### src/rtl/pipe_stage_reg_pkg.sv
// Shared definitions for the pipeline-stage register: state encoding,
// default field widths and a ctrl/data beat packing helper.
package pipe_pkg;

  // Occupancy of the stage; PIPE_SKID is only reachable when the skid slot is built.
  typedef enum logic [1:0] {
    PIPE_EMPTY = 2'b00,
    PIPE_FULL  = 2'b01,
    PIPE_SKID  = 2'b10
  } pipe_state_t;

  localparam int PIPE_CTRL_W_DEF      = 16;
  localparam int PIPE_DATA_W_DEF      = 128;
  localparam int PIPE_STALL_CNT_W_DEF = 16;

  // One beat at the default widths, control field in the upper bits.
  typedef struct packed {
    logic [PIPE_CTRL_W_DEF-1:0] ctrl;
    logic [PIPE_DATA_W_DEF-1:0] data;
  } pipe_beat_t;

  // Packs a control and data field into a default-width beat.
  function automatic pipe_beat_t pipe_beat_pack(
    input logic [PIPE_CTRL_W_DEF-1:0] ctrl_f,
    input logic [PIPE_DATA_W_DEF-1:0] data_f
  );
    pipe_beat_t beat;
    beat.ctrl = ctrl_f;
    beat.data = data_f;
    return beat;
  endfunction

  // True when the state holds at least one beat for downstream.
  function automatic logic pipe_state_holds_beat(input pipe_state_t s);
    return s != PIPE_EMPTY;
  endfunction

endpackage

### src/rtl/pipe_stage_reg_if.sv
// Handshake bundle of the pipeline-stage register. The slave modport is the
// stage itself; the master modport is the surrounding pipeline (upstream
// producer, downstream consumer and hazard unit taken together).
interface pipe_stage_reg_if
  import pipe_pkg::*;
#(
  parameter int CTRL_W      = PIPE_CTRL_W_DEF,
  parameter int DATA_W      = PIPE_DATA_W_DEF,
  parameter int STALL_CNT_W = PIPE_STALL_CNT_W_DEF
);

  logic                   in_valid;
  logic                   in_ready;
  logic [CTRL_W-1:0]      in_ctrl;
  logic [DATA_W-1:0]      in_data;
  logic                   flush;
  logic                   out_valid;
  logic                   out_ready;
  logic [CTRL_W-1:0]      out_ctrl;
  logic [DATA_W-1:0]      out_data;
  logic [STALL_CNT_W-1:0] stall_cnt;
  logic                   stall_cnt_clr;

  modport master (
    output in_valid, in_ctrl, in_data, flush, out_ready, stall_cnt_clr,
    input  in_ready, out_valid, out_ctrl, out_data, stall_cnt
  );

  modport slave (
    input  in_valid, in_ctrl, in_data, flush, out_ready, stall_cnt_clr,
    output in_ready, out_valid, out_ctrl, out_data, stall_cnt
  );

endinterface

### src/rtl/pipe_stage_reg_sat_cnt.sv
// Saturating up-counter with synchronous clear; clear beats increment and
// the count sticks at all-ones instead of wrapping.
module pipe_sat_cnt
  import pipe_pkg::*;
#(
  parameter int WIDTH = PIPE_STALL_CNT_W_DEF
) (
  input  logic             clk,
  input  logic             rst_n,
  input  logic             inc,
  input  logic             clr,
  output logic [WIDTH-1:0] count
);

  localparam logic [WIDTH-1:0] CNT_MAX = '1;

  // Count events, clear on request, hold once the top value is reached.
  always_ff @(posedge clk or negedge rst_n) begin
    if (!rst_n) begin
      count <= '0;
    end else if (clr) begin
      count <= '0;
    end else if (inc && (count != CNT_MAX)) begin
      count <= count + 1'b1;
    end
  end

endmodule

### src/rtl/pipe_stage_reg.sv
// Parametrised pipeline-stage register: carries a control and a data field
// between two stages with valid/ready, synchronous flush and one cycle of
// latency. Control is forced to zero whenever no beat is held, so downstream
// enables need no valid gating. Build option PIPE_STAGE_SKID_EN adds a skid
// slot so in_ready becomes a register while keeping full throughput.
module pipe_stage_reg
  import pipe_pkg::*;
#(
  parameter int CTRL_W              = PIPE_CTRL_W_DEF,
  parameter int DATA_W              = PIPE_DATA_W_DEF,
  parameter int CLEAR_DATA_ON_FLUSH = 1,
  parameter int STALL_CNT_W         = PIPE_STALL_CNT_W_DEF
) (
  input logic             clk,
  input logic             rst_n,
  pipe_stage_reg_if.slave bus
);

  typedef struct packed {
    logic [CTRL_W-1:0] ctrl;
    logic [DATA_W-1:0] data;
  } beat_t;

  pipe_state_t state_q;
  logic        valid_q;
  beat_t       main_q;
  beat_t       in_beat;
  logic        stall_now;

`ifdef PIPE_STAGE_SKID_EN
  beat_t       skid_q;
  logic        ready_q;
`endif

  assign in_beat = {bus.in_ctrl, bus.in_data};

  // Occupancy FSM with registered valid, main register and optional skid slot;
  // flush overrides every transition and drops whatever is offered alongside it.
  always_ff @(posedge clk or negedge rst_n) begin
    if (!rst_n) begin
      state_q <= PIPE_EMPTY;
      valid_q <= 1'b0;
      main_q  <= '0;
`ifdef PIPE_STAGE_SKID_EN
      skid_q  <= '0;
      ready_q <= 1'b1;
`endif
    end else if (bus.flush) begin
      state_q     <= PIPE_EMPTY;
      valid_q     <= 1'b0;
      main_q.ctrl <= '0;
      if (CLEAR_DATA_ON_FLUSH != 0) begin
        main_q.data <= '0;
      end
`ifdef PIPE_STAGE_SKID_EN
      skid_q.ctrl <= '0;
      if (CLEAR_DATA_ON_FLUSH != 0) begin
        skid_q.data <= '0;
      end
      ready_q     <= 1'b1;
`endif
    end else begin
      case (state_q)
        PIPE_EMPTY: begin
          if (bus.in_valid) begin
            main_q  <= in_beat;
            valid_q <= 1'b1;
            state_q <= PIPE_FULL;
          end
        end
        PIPE_FULL: begin
          if (bus.out_ready) begin
            if (bus.in_valid) begin
              main_q <= in_beat;
            end else begin
              main_q.ctrl <= '0;
              valid_q     <= 1'b0;
              state_q     <= PIPE_EMPTY;
            end
          end
`ifdef PIPE_STAGE_SKID_EN
          else if (bus.in_valid) begin
            skid_q  <= in_beat;
            ready_q <= 1'b0;
            state_q <= PIPE_SKID;
          end
`endif
        end
`ifdef PIPE_STAGE_SKID_EN
        PIPE_SKID: begin
          if (bus.out_ready) begin
            main_q  <= skid_q;
            ready_q <= 1'b1;
            state_q <= PIPE_FULL;
          end
        end
`endif
        default: begin
          main_q.ctrl <= '0;
          valid_q     <= 1'b0;
          state_q     <= PIPE_EMPTY;
        end
      endcase
    end
  end

`ifdef PIPE_STAGE_SKID_EN
  assign bus.in_ready = ready_q;
`else
  assign bus.in_ready = bus.out_ready | ~valid_q;
`endif

  assign bus.out_valid = valid_q;
  assign bus.out_ctrl  = main_q.ctrl;
  assign bus.out_data  = main_q.data;

  // A held beat that downstream refuses is one back-pressured cycle.
  assign stall_now = valid_q & ~bus.out_ready;

  pipe_sat_cnt #(
    .WIDTH(STALL_CNT_W)
  ) u_stall_cnt (
    .clk   (clk),
    .rst_n (rst_n),
    .inc   (stall_now),
    .clr   (bus.stall_cnt_clr),
    .count (bus.stall_cnt)
  );

endmodule

### src/flat_wrapper.sv
// flat-port wrapper written by rule: the top's interface ports become plain ports
module pipe_stage_reg_flat import pipe_pkg::*;
#(
  parameter int CTRL_W              = PIPE_CTRL_W_DEF,
  parameter int DATA_W              = PIPE_DATA_W_DEF,
  parameter int CLEAR_DATA_ON_FLUSH = 1,
  parameter int STALL_CNT_W         = PIPE_STALL_CNT_W_DEF
)
  (clk, rst_n, bus_in_valid, bus_in_ctrl, bus_in_data, bus_flush, bus_out_ready, bus_stall_cnt_clr, bus_in_ready, bus_out_valid, bus_out_ctrl, bus_out_data, bus_stall_cnt);
  pipe_stage_reg_if #(.CTRL_W(CTRL_W), .DATA_W(DATA_W), .STALL_CNT_W(STALL_CNT_W)) bus_i ();
  input logic clk;
  input logic rst_n;
  input wire logic [$bits(bus_i.in_valid)-1:0] bus_in_valid;
  input wire logic [$bits(bus_i.in_ctrl)-1:0] bus_in_ctrl;
  input wire logic [$bits(bus_i.in_data)-1:0] bus_in_data;
  input wire logic [$bits(bus_i.flush)-1:0] bus_flush;
  input wire logic [$bits(bus_i.out_ready)-1:0] bus_out_ready;
  input wire logic [$bits(bus_i.stall_cnt_clr)-1:0] bus_stall_cnt_clr;
  output wire logic [$bits(bus_i.in_ready)-1:0] bus_in_ready;
  output wire logic [$bits(bus_i.out_valid)-1:0] bus_out_valid;
  output wire logic [$bits(bus_i.out_ctrl)-1:0] bus_out_ctrl;
  output wire logic [$bits(bus_i.out_data)-1:0] bus_out_data;
  output wire logic [$bits(bus_i.stall_cnt)-1:0] bus_stall_cnt;
  assign bus_i.in_valid = bus_in_valid;
  assign bus_i.in_ctrl = bus_in_ctrl;
  assign bus_i.in_data = bus_in_data;
  assign bus_i.flush = bus_flush;
  assign bus_i.out_ready = bus_out_ready;
  assign bus_i.stall_cnt_clr = bus_stall_cnt_clr;
  assign bus_in_ready = bus_i.in_ready;
  assign bus_out_valid = bus_i.out_valid;
  assign bus_out_ctrl = bus_i.out_ctrl;
  assign bus_out_data = bus_i.out_data;
  assign bus_stall_cnt = bus_i.stall_cnt;
  pipe_stage_reg #(.CTRL_W(CTRL_W), .DATA_W(DATA_W), .CLEAR_DATA_ON_FLUSH(CLEAR_DATA_ON_FLUSH), .STALL_CNT_W(STALL_CNT_W)) u_core (.clk(clk), .rst_n(rst_n), .bus(bus_i));
endmodule
### config.mk
export PLATFORM = sky130hd
export DESIGN_NAME = pipe_stage_reg_flat
export DESIGN_NICKNAME = d
export VERILOG_FILES = /design/src/rtl/pipe_stage_reg_pkg.sv /design/src/rtl/pipe_stage_reg_if.sv /design/src/rtl/pipe_stage_reg_sat_cnt.sv /design/src/rtl/pipe_stage_reg.sv /design/src/flat_wrapper.sv
export SDC_FILE = /design/constraint.sdc
export NUM_CORES = 1
export LEC_CHECK = 0
export CAP_MARGIN = 25
export CORE_MARGIN = 4
export CORE_UTILIZATION = 40
export CTS_CLUSTER_SIZE = 14
export DETAILED_ROUTE_END_ITERATION = 10
export GPL_TIMING_DRIVEN = 0
export PLACE_DENSITY_LB_ADDON = 0.3
export SYNTH_ARGS = -nofsm -noshare
export SYNTH_HDL_FRONTEND = slang
export SYNTH_SLANG_ARGS = --single-unit
### constraint.sdc
create_clock -name clk -period 3.7 [get_ports clk]
set_clock_uncertainty 0.05 [all_clocks]
set_input_delay 0.555 -clock clk [delete_from_list [all_inputs] [get_ports clk]]
set_output_delay 0.555 -clock clk [all_outputs]
set_load 0.02 [all_outputs]
==> flow_metrics.tcl, run 1 <==
set metrics [dict create \
    status "finished, final reports clean" \
    max-clock-path-buffers 2 \
    fin_crit_ps 3130 \
    drive_gt1_share_pct 5.08 \
    vias 5322 \
    swShare_pct 25.7 \
    synth_ff_type "dfrtp_1" \
    cts_root_buf "clkbuf_16" \
    multi_input_area_um2 1790 \
    totalWireLength_um 20000 \
    cts_buffers 17 \
    core_area_um2 14700 \
    critPathKind "in2out" \
    max_slew_margin_pct 46.6 \
    numPortBuffers 310 \
    ios 312 \
    hpwl_um 15000 \
    path_max_fanout 10 \
    r2r_start "u_core.u_stall_cnt.count[0]" \
    start_util_pct 41.2 \
    synthMuxAreaShare_pct 0.186 \
    end_kind "primary output" \
    slew_viol_final 0 \
    crit_end "bus_in_ready" \
    nets 945 \
    tightest_slew_ps 800 \
    synth_seq_cells 161 \
    post_cts_resized 0 \
    seqCellArea_um2 4030 \
    power_frac_clock_pct 40.5 \
    clock_latency_ps 420 \
    globalplace.congestion 0.853 \
    min_period_over_period_pct 84.6 \
    grt_first_pass_wirelength_um 29600 \
    area_delta_synth_final_pct 65.6 \
    cts_sinks 161 \
    final_cell_mix "309 x clkdlybuf4s50_1, 161 x dfrtp_1, 128 x a22o_1" \
    syn_nets 615 \
    synth_warnings 0 \
    yosysUniqueCellTypes 29 \
    synth_compound_area_share_pct 23.1 \
    die_w_um 131 \
    syn-cell-area_um2 6050 \
    grt-ovfl-total 0 \
    avgSynthCellArea_um2 13.0 \
    antenna_found_initial 0 \
    grt_pass1_vias 5600 \
    drt_first_pass_iters 4 \
    synth_fa_ha_area_share_pct 0.207 \
    num_rows 44 \
    cp.arrival_ps 2520 \
    die_area_um2 17200 \
    r2r_end "u_core.u_stall_cnt.count[7]" \
    htreeDepth 4 \
    synth_top_family_by_area "compound AO/OA/AOI/OAI gates" \
    combPwrFrac_pct 16.4 \
    rsz0062_at_grt "no" \
    dp.cells 959 \
    grtUsageTotal_pct 22.4 \
    first_iter_violations 220 \
    grt_start_max_net_pins 86 \
    finalHoldViolations 0 \
    synthXorXnorAreaFrac_pct 0 \
    pre_cts_slack_ps 581 \
    synthArstFlopShare_pct 100 \
    crit_path_start "bus_out_ready" \
    drc 0 \
    cts_tree "built" \
    fmax_ghz 0.320 \
    ctsHoldBuffers 0 \
    yosysSeqAreaShare_pct 66.5 \
    reg2reg_setup_slack_ps 1110 \
    final_cells 991 \
    required_ps 3090 \
    post_cts_buffers 0 \
    n_fill_cell 1050 \
    power.switching_uw 1150 \
    p_per_area_nw_per_um2 445 \
    seq_power_share_pct 43.1 \
    peakVddDrop_mv 0.316 \
    finalSetupViolCount 0 \
    leakagePower_uw 0.00433 \
    diodes 0 \
    yosys.area_share.simple_pct 6.08 \
    cts.clk_slew.worst_paths_ps 60 \
    die_height_um 131 \
    worst_slack_ps 571 \
    hp-class "in2async" \
    intPower_uw 3310 \
    wire_per_inst_um 20.1 \
    syn_inst 464 \
    layout_commonest_cell "clkdlybuf4s50_1" \
    synth_edf_count 0 \
    routed_via_density 5.37 \
    max-cap-violations 0 \
    reg2reg_depth 7 \
    critPathLaunchType "input port" \
    ant_nets 0 \
]
layer usage:
layer	GRT usage, %	part of all wire (%)	wire (um)
met5	0	0	0
met4	8.71	2.4	484
met3	6.67	7.2	1440
met2	38.4	52	10400
met1	26.6	38	7600
power groups by stage:
stage | clock (uW) | sequential [uW] | combinational (uW)
global route | 1910 | 1930 | 778
finish | 1800 | 1920 | 733
detailed placement | 0 | 1950 | 738
floorplan | 0 | 2070 | 147
CTS | 1830 | 1920 | 741
global placement | 0 | 1950 | 719
layout make-up:
| type | instances | share of cell area (%) |
|---|---|---|
| Sequential cell | 161 | 40.2 |
| Buffer | 39 | 1.56 |
| Inverter | 20 | 0.774 |
| Multi-Input combinational cell | 244 | 17.9 |
| Tap cell | 184 | 2.30 |
| Clock inverter | 15 | 1.81 |
| Timing Repair Buffer | 311 | 31.2 |
| Clock buffer | 17 | 4.24 |
metrics by stage:
| step | utilization, % | TNS, ps | total power, uW | hold WS (ps) | instance area [um^2] |
|---|---|---|---|---|---|
| floorplan | - | 0 | 2220 | 209 | 6050 |
| global placement | 63.9 | -669930 | 2670 | 437 | 9390 |
| detailed placement | 64.1 | 0 | 2690 | 440 | 9420 |
| CTS | 68.2 | 0 | 4500 | 165 | 10000 |
| global route | 68.2 | 0 | 4620 | 193 | 10000 |
| finish | 68.2 | 0 | 4460 | 149 | 10000 |
how the worst min path moves through the flow:
| stage | from | endpoint | slack (ps) | depth (start not counted) |
|---|---|---|---|---|
| finish | rst_n | u_core.bus.out_data[38] | 150 | 1 |
| global route | rst_n | u_core.bus.out_data[38] | 190 | 1 |
| CTS | rst_n | u_core.bus.out_data[43] | 170 | 1 |
| detailed placement | u_core.bus.out_data[61] | u_core.bus.out_data[61] | 440 | 1 |
| global placement | u_core.bus.out_data[118] | u_core.bus.out_data[118] | 440 | 1 |
| floorplan | rst_n | u_core.bus.out_ctrl[0] | 210 | 0 |
cell usage after synthesis (2+ instances only):
cell,number,area share [%]
or4_1,10,1.2
dfrtp_1,161,67
o31ai_1,9,1.1
nand2_1,8,0.50
a22o_1,128,19
nand3_1,24,2.0
or3_1,6,0.62
o21ai_0,21,1.7
clkbuf_1,31,1.9
nand4_1,6,0.62
a21oi_1,18,1.5
buf_1,5,0.31
buf_2,2,0.17
nor2_1,2,0.12
inv_1,19,1.2
registers in the layout, summed over array words and instances (netlist names):
signal and flops:
u_core.bus.out_ctrl 16, u_core.state_q 1, u_core.bus.out_data 128, u_core.u_stall_cnt.count 16
cell families (layout without fill, tap and decap cells):
family,after synthesis,in the layout
mux,1,1
fa+ha+maj,1,1
buf+inv,59,402
simple gates,64,64
compound gates,178,178
flops,161,161
worst max-delay path, cell delays in order:
cell and delay [ps]:
clkdlybuf4s50_1 480, and2b_1 190, buf_6 140, inv_4 80
clkbuf_1 380, clkdlybuf4s50_1 700
Power figures use the tool's default switching activity.
==> inputs of run 2 (changes only) <==
--- a/config.mk
+++ b/config.mk
@@ -7,7 +7,7 @@
 export LEC_CHECK = 0
 export CAP_MARGIN = 25
 export CORE_MARGIN = 4
-export CORE_UTILIZATION = 40
+export CORE_UTILIZATION = 36
 export CTS_CLUSTER_SIZE = 14
 export DETAILED_ROUTE_END_ITERATION = 10
 export GPL_TIMING_DRIVEN = 0
==> constraint.sdc (replaced) <==
create_clock -name clk -period 2.6 [get_ports clk]
set_clock_uncertainty 0.05 [all_clocks]
set_input_delay 0.39 -clock clk [delete_from_list [all_inputs] [get_ports clk]]
set_output_delay 0.39 -clock clk [all_outputs]
set_load 0.02 [all_outputs]
==> flow_metrics.tcl, run 2 (same netlist as run 1, synthesis figures left out) <==
set metrics [dict create \
    cts_tree "built" \
    max-clock-path-buffers 2 \
    final_cells 1027 \
    finalHoldViolations 0 \
    globalplace.congestion 0.779 \
    die_w_um 138 \
    slew_viol_final 0 \
    cts_sinks 161 \
    cp.arrival_ps 1960 \
    grt_pass1_vias 5603 \
    die_height_um 138 \
    start_util_pct 36.6 \
    crit_path_start "bus_out_ready" \
    vias 5284 \
    max-cap-violations 0 \
    drc 0 \
    nets 945 \
    first_iter_violations 292 \
    ant_nets 0 \
    grt_first_pass_wirelength_um 30200 \
    numPortBuffers 310 \
    cts_buffers 17 \
    peakVddDrop_mv 0.420 \
    grtUsageTotal_pct 20.6 \
    holdWs_ps 296 \
    min_period_over_period_pct 92.4 \
    reg2reg_depth 7 \
    drive_gt1_share_pct 5.45 \
    totalWireLength_um 20000 \
    power_uw 6170 \
    core_area_um2 16500 \
    max_slew_margin_pct 54.3 \
    rsz0062_at_grt "yes" \
    htreeDepth 4 \
    p_per_area_nw_per_um2 615 \
    area_delta_synth_final_pct 65.8 \
    ios 312 \
    cts_root_buf "clkbuf_16" \
    wire_per_inst_um 19.4 \
    leakagePower_uw 0.00434 \
    end_kind "primary output" \
    critPathLaunchType "input port" \
    fmax_ghz 0.416 \
    routed_via_density 5.15 \
    min_from "bus_stall_cnt_clr" \
    tightest_slew_ps 686 \
    layout_commonest_cell "clkdlybuf4s50_1" \
    clock_latency_ps 410 \
    path_max_fanout 16 \
    antenna_found_initial 0 \
    num_rows 47 \
    grt_start_max_net_pins 90 \
    cts.clk_slew.worst_paths_ps 60 \
    largest_register_ffs 128 \
    dp.cells 995 \
    hpwl_um 14900 \
    final_cell_mix "309 x clkdlybuf4s50_1, 161 x dfrtp_1, 128 x a22o_1" \
    critPathKind "in2out" \
    finalSetupViolCount 0 \
    post_cts_buffers 0 \
    grt-ovfl-total 0 \
    diodes 0 \
    status "finished, final reports clean" \
    die_area_um2 19000 \
    r2r_start "u_core.u_stall_cnt.count[0]" \
    fin_crit_ps 2400 \
    drt_first_pass_iters 4 \
    hp-class "in2reg" \
    required_ps 2160 \
    whs_path_depth 2 \
]
## run 2: path summary, 6_finish.rpt
kind / end / slack (ps)
max: bus_in_ready / 200
min: u_core.u_stall_cnt.count[1] / 300
max reg2reg: u_core.u_stall_cnt.count[7] / 200
min reg2reg: u_core.bus.out_data[114] / 450
max in group asynchronous: u_core.bus.out_data[33] / 1130
min in group asynchronous: u_core.bus.out_data[55] / 510
## run 2: area by class of cell
cell class / instances / area (um^2)
Tap cell: 220 / 275
Sequential cell: 161 / 4030
Buffer: 38 / 156
Inverter: 20 / 77.6
Clock buffer: 17 / 425
Multi-Input combinational cell: 244 / 1800
Fill cell: 1299 / 6490
Clock inverter: 15 / 131
Timing Repair Buffer: 312 / 3140
## run 2: through the flow
step	area (um^2)	worst slack (ps)	setup TNS, ps	util, %
final	10000	197	0	60.7
after global routing	10000	-2.76	-2.76	60.7
after CTS	10000	73.5	0	60.7
after detailed placement	9460	-319	-19080	57.3
after global placement	9430	-5170	-843960	57.1
after floorplan	6050	412	0	-
## run 2: timing repair
item,CTS,global route
hold endpoints to repair,72,0
hold buffers,1,0
gates resized for setup,1,6
pin swaps,0,0
endpoints found under the setup margin,10,19
## run 2: routing by layer
metal / vias to the layer above / global-route usage [%] / wire, um
li1: 2423 / - / -
met1: 2600 / 25.1 / 7840
met2: 214 / 34.1 / 10000
met3: 47 / 5.84 / 1410
met4: 0 / 9.15 / 684
met5: - / 0 / 0
## run 2: power breakdown
group          switching [uW]  total [uW]  internal [uW]
Combinational             494        1040            547
Clock                    1070        2400           1330
Sequential               86.9        2730           2650
Total                    1650        6170           4520
## run 2: critical path, stage by stage
cell,delay [ps]
clkdlybuf4s50_1,480
and2b_1,190
buf_6,140
inv_4,130
clkdlybuf4s50_1,630
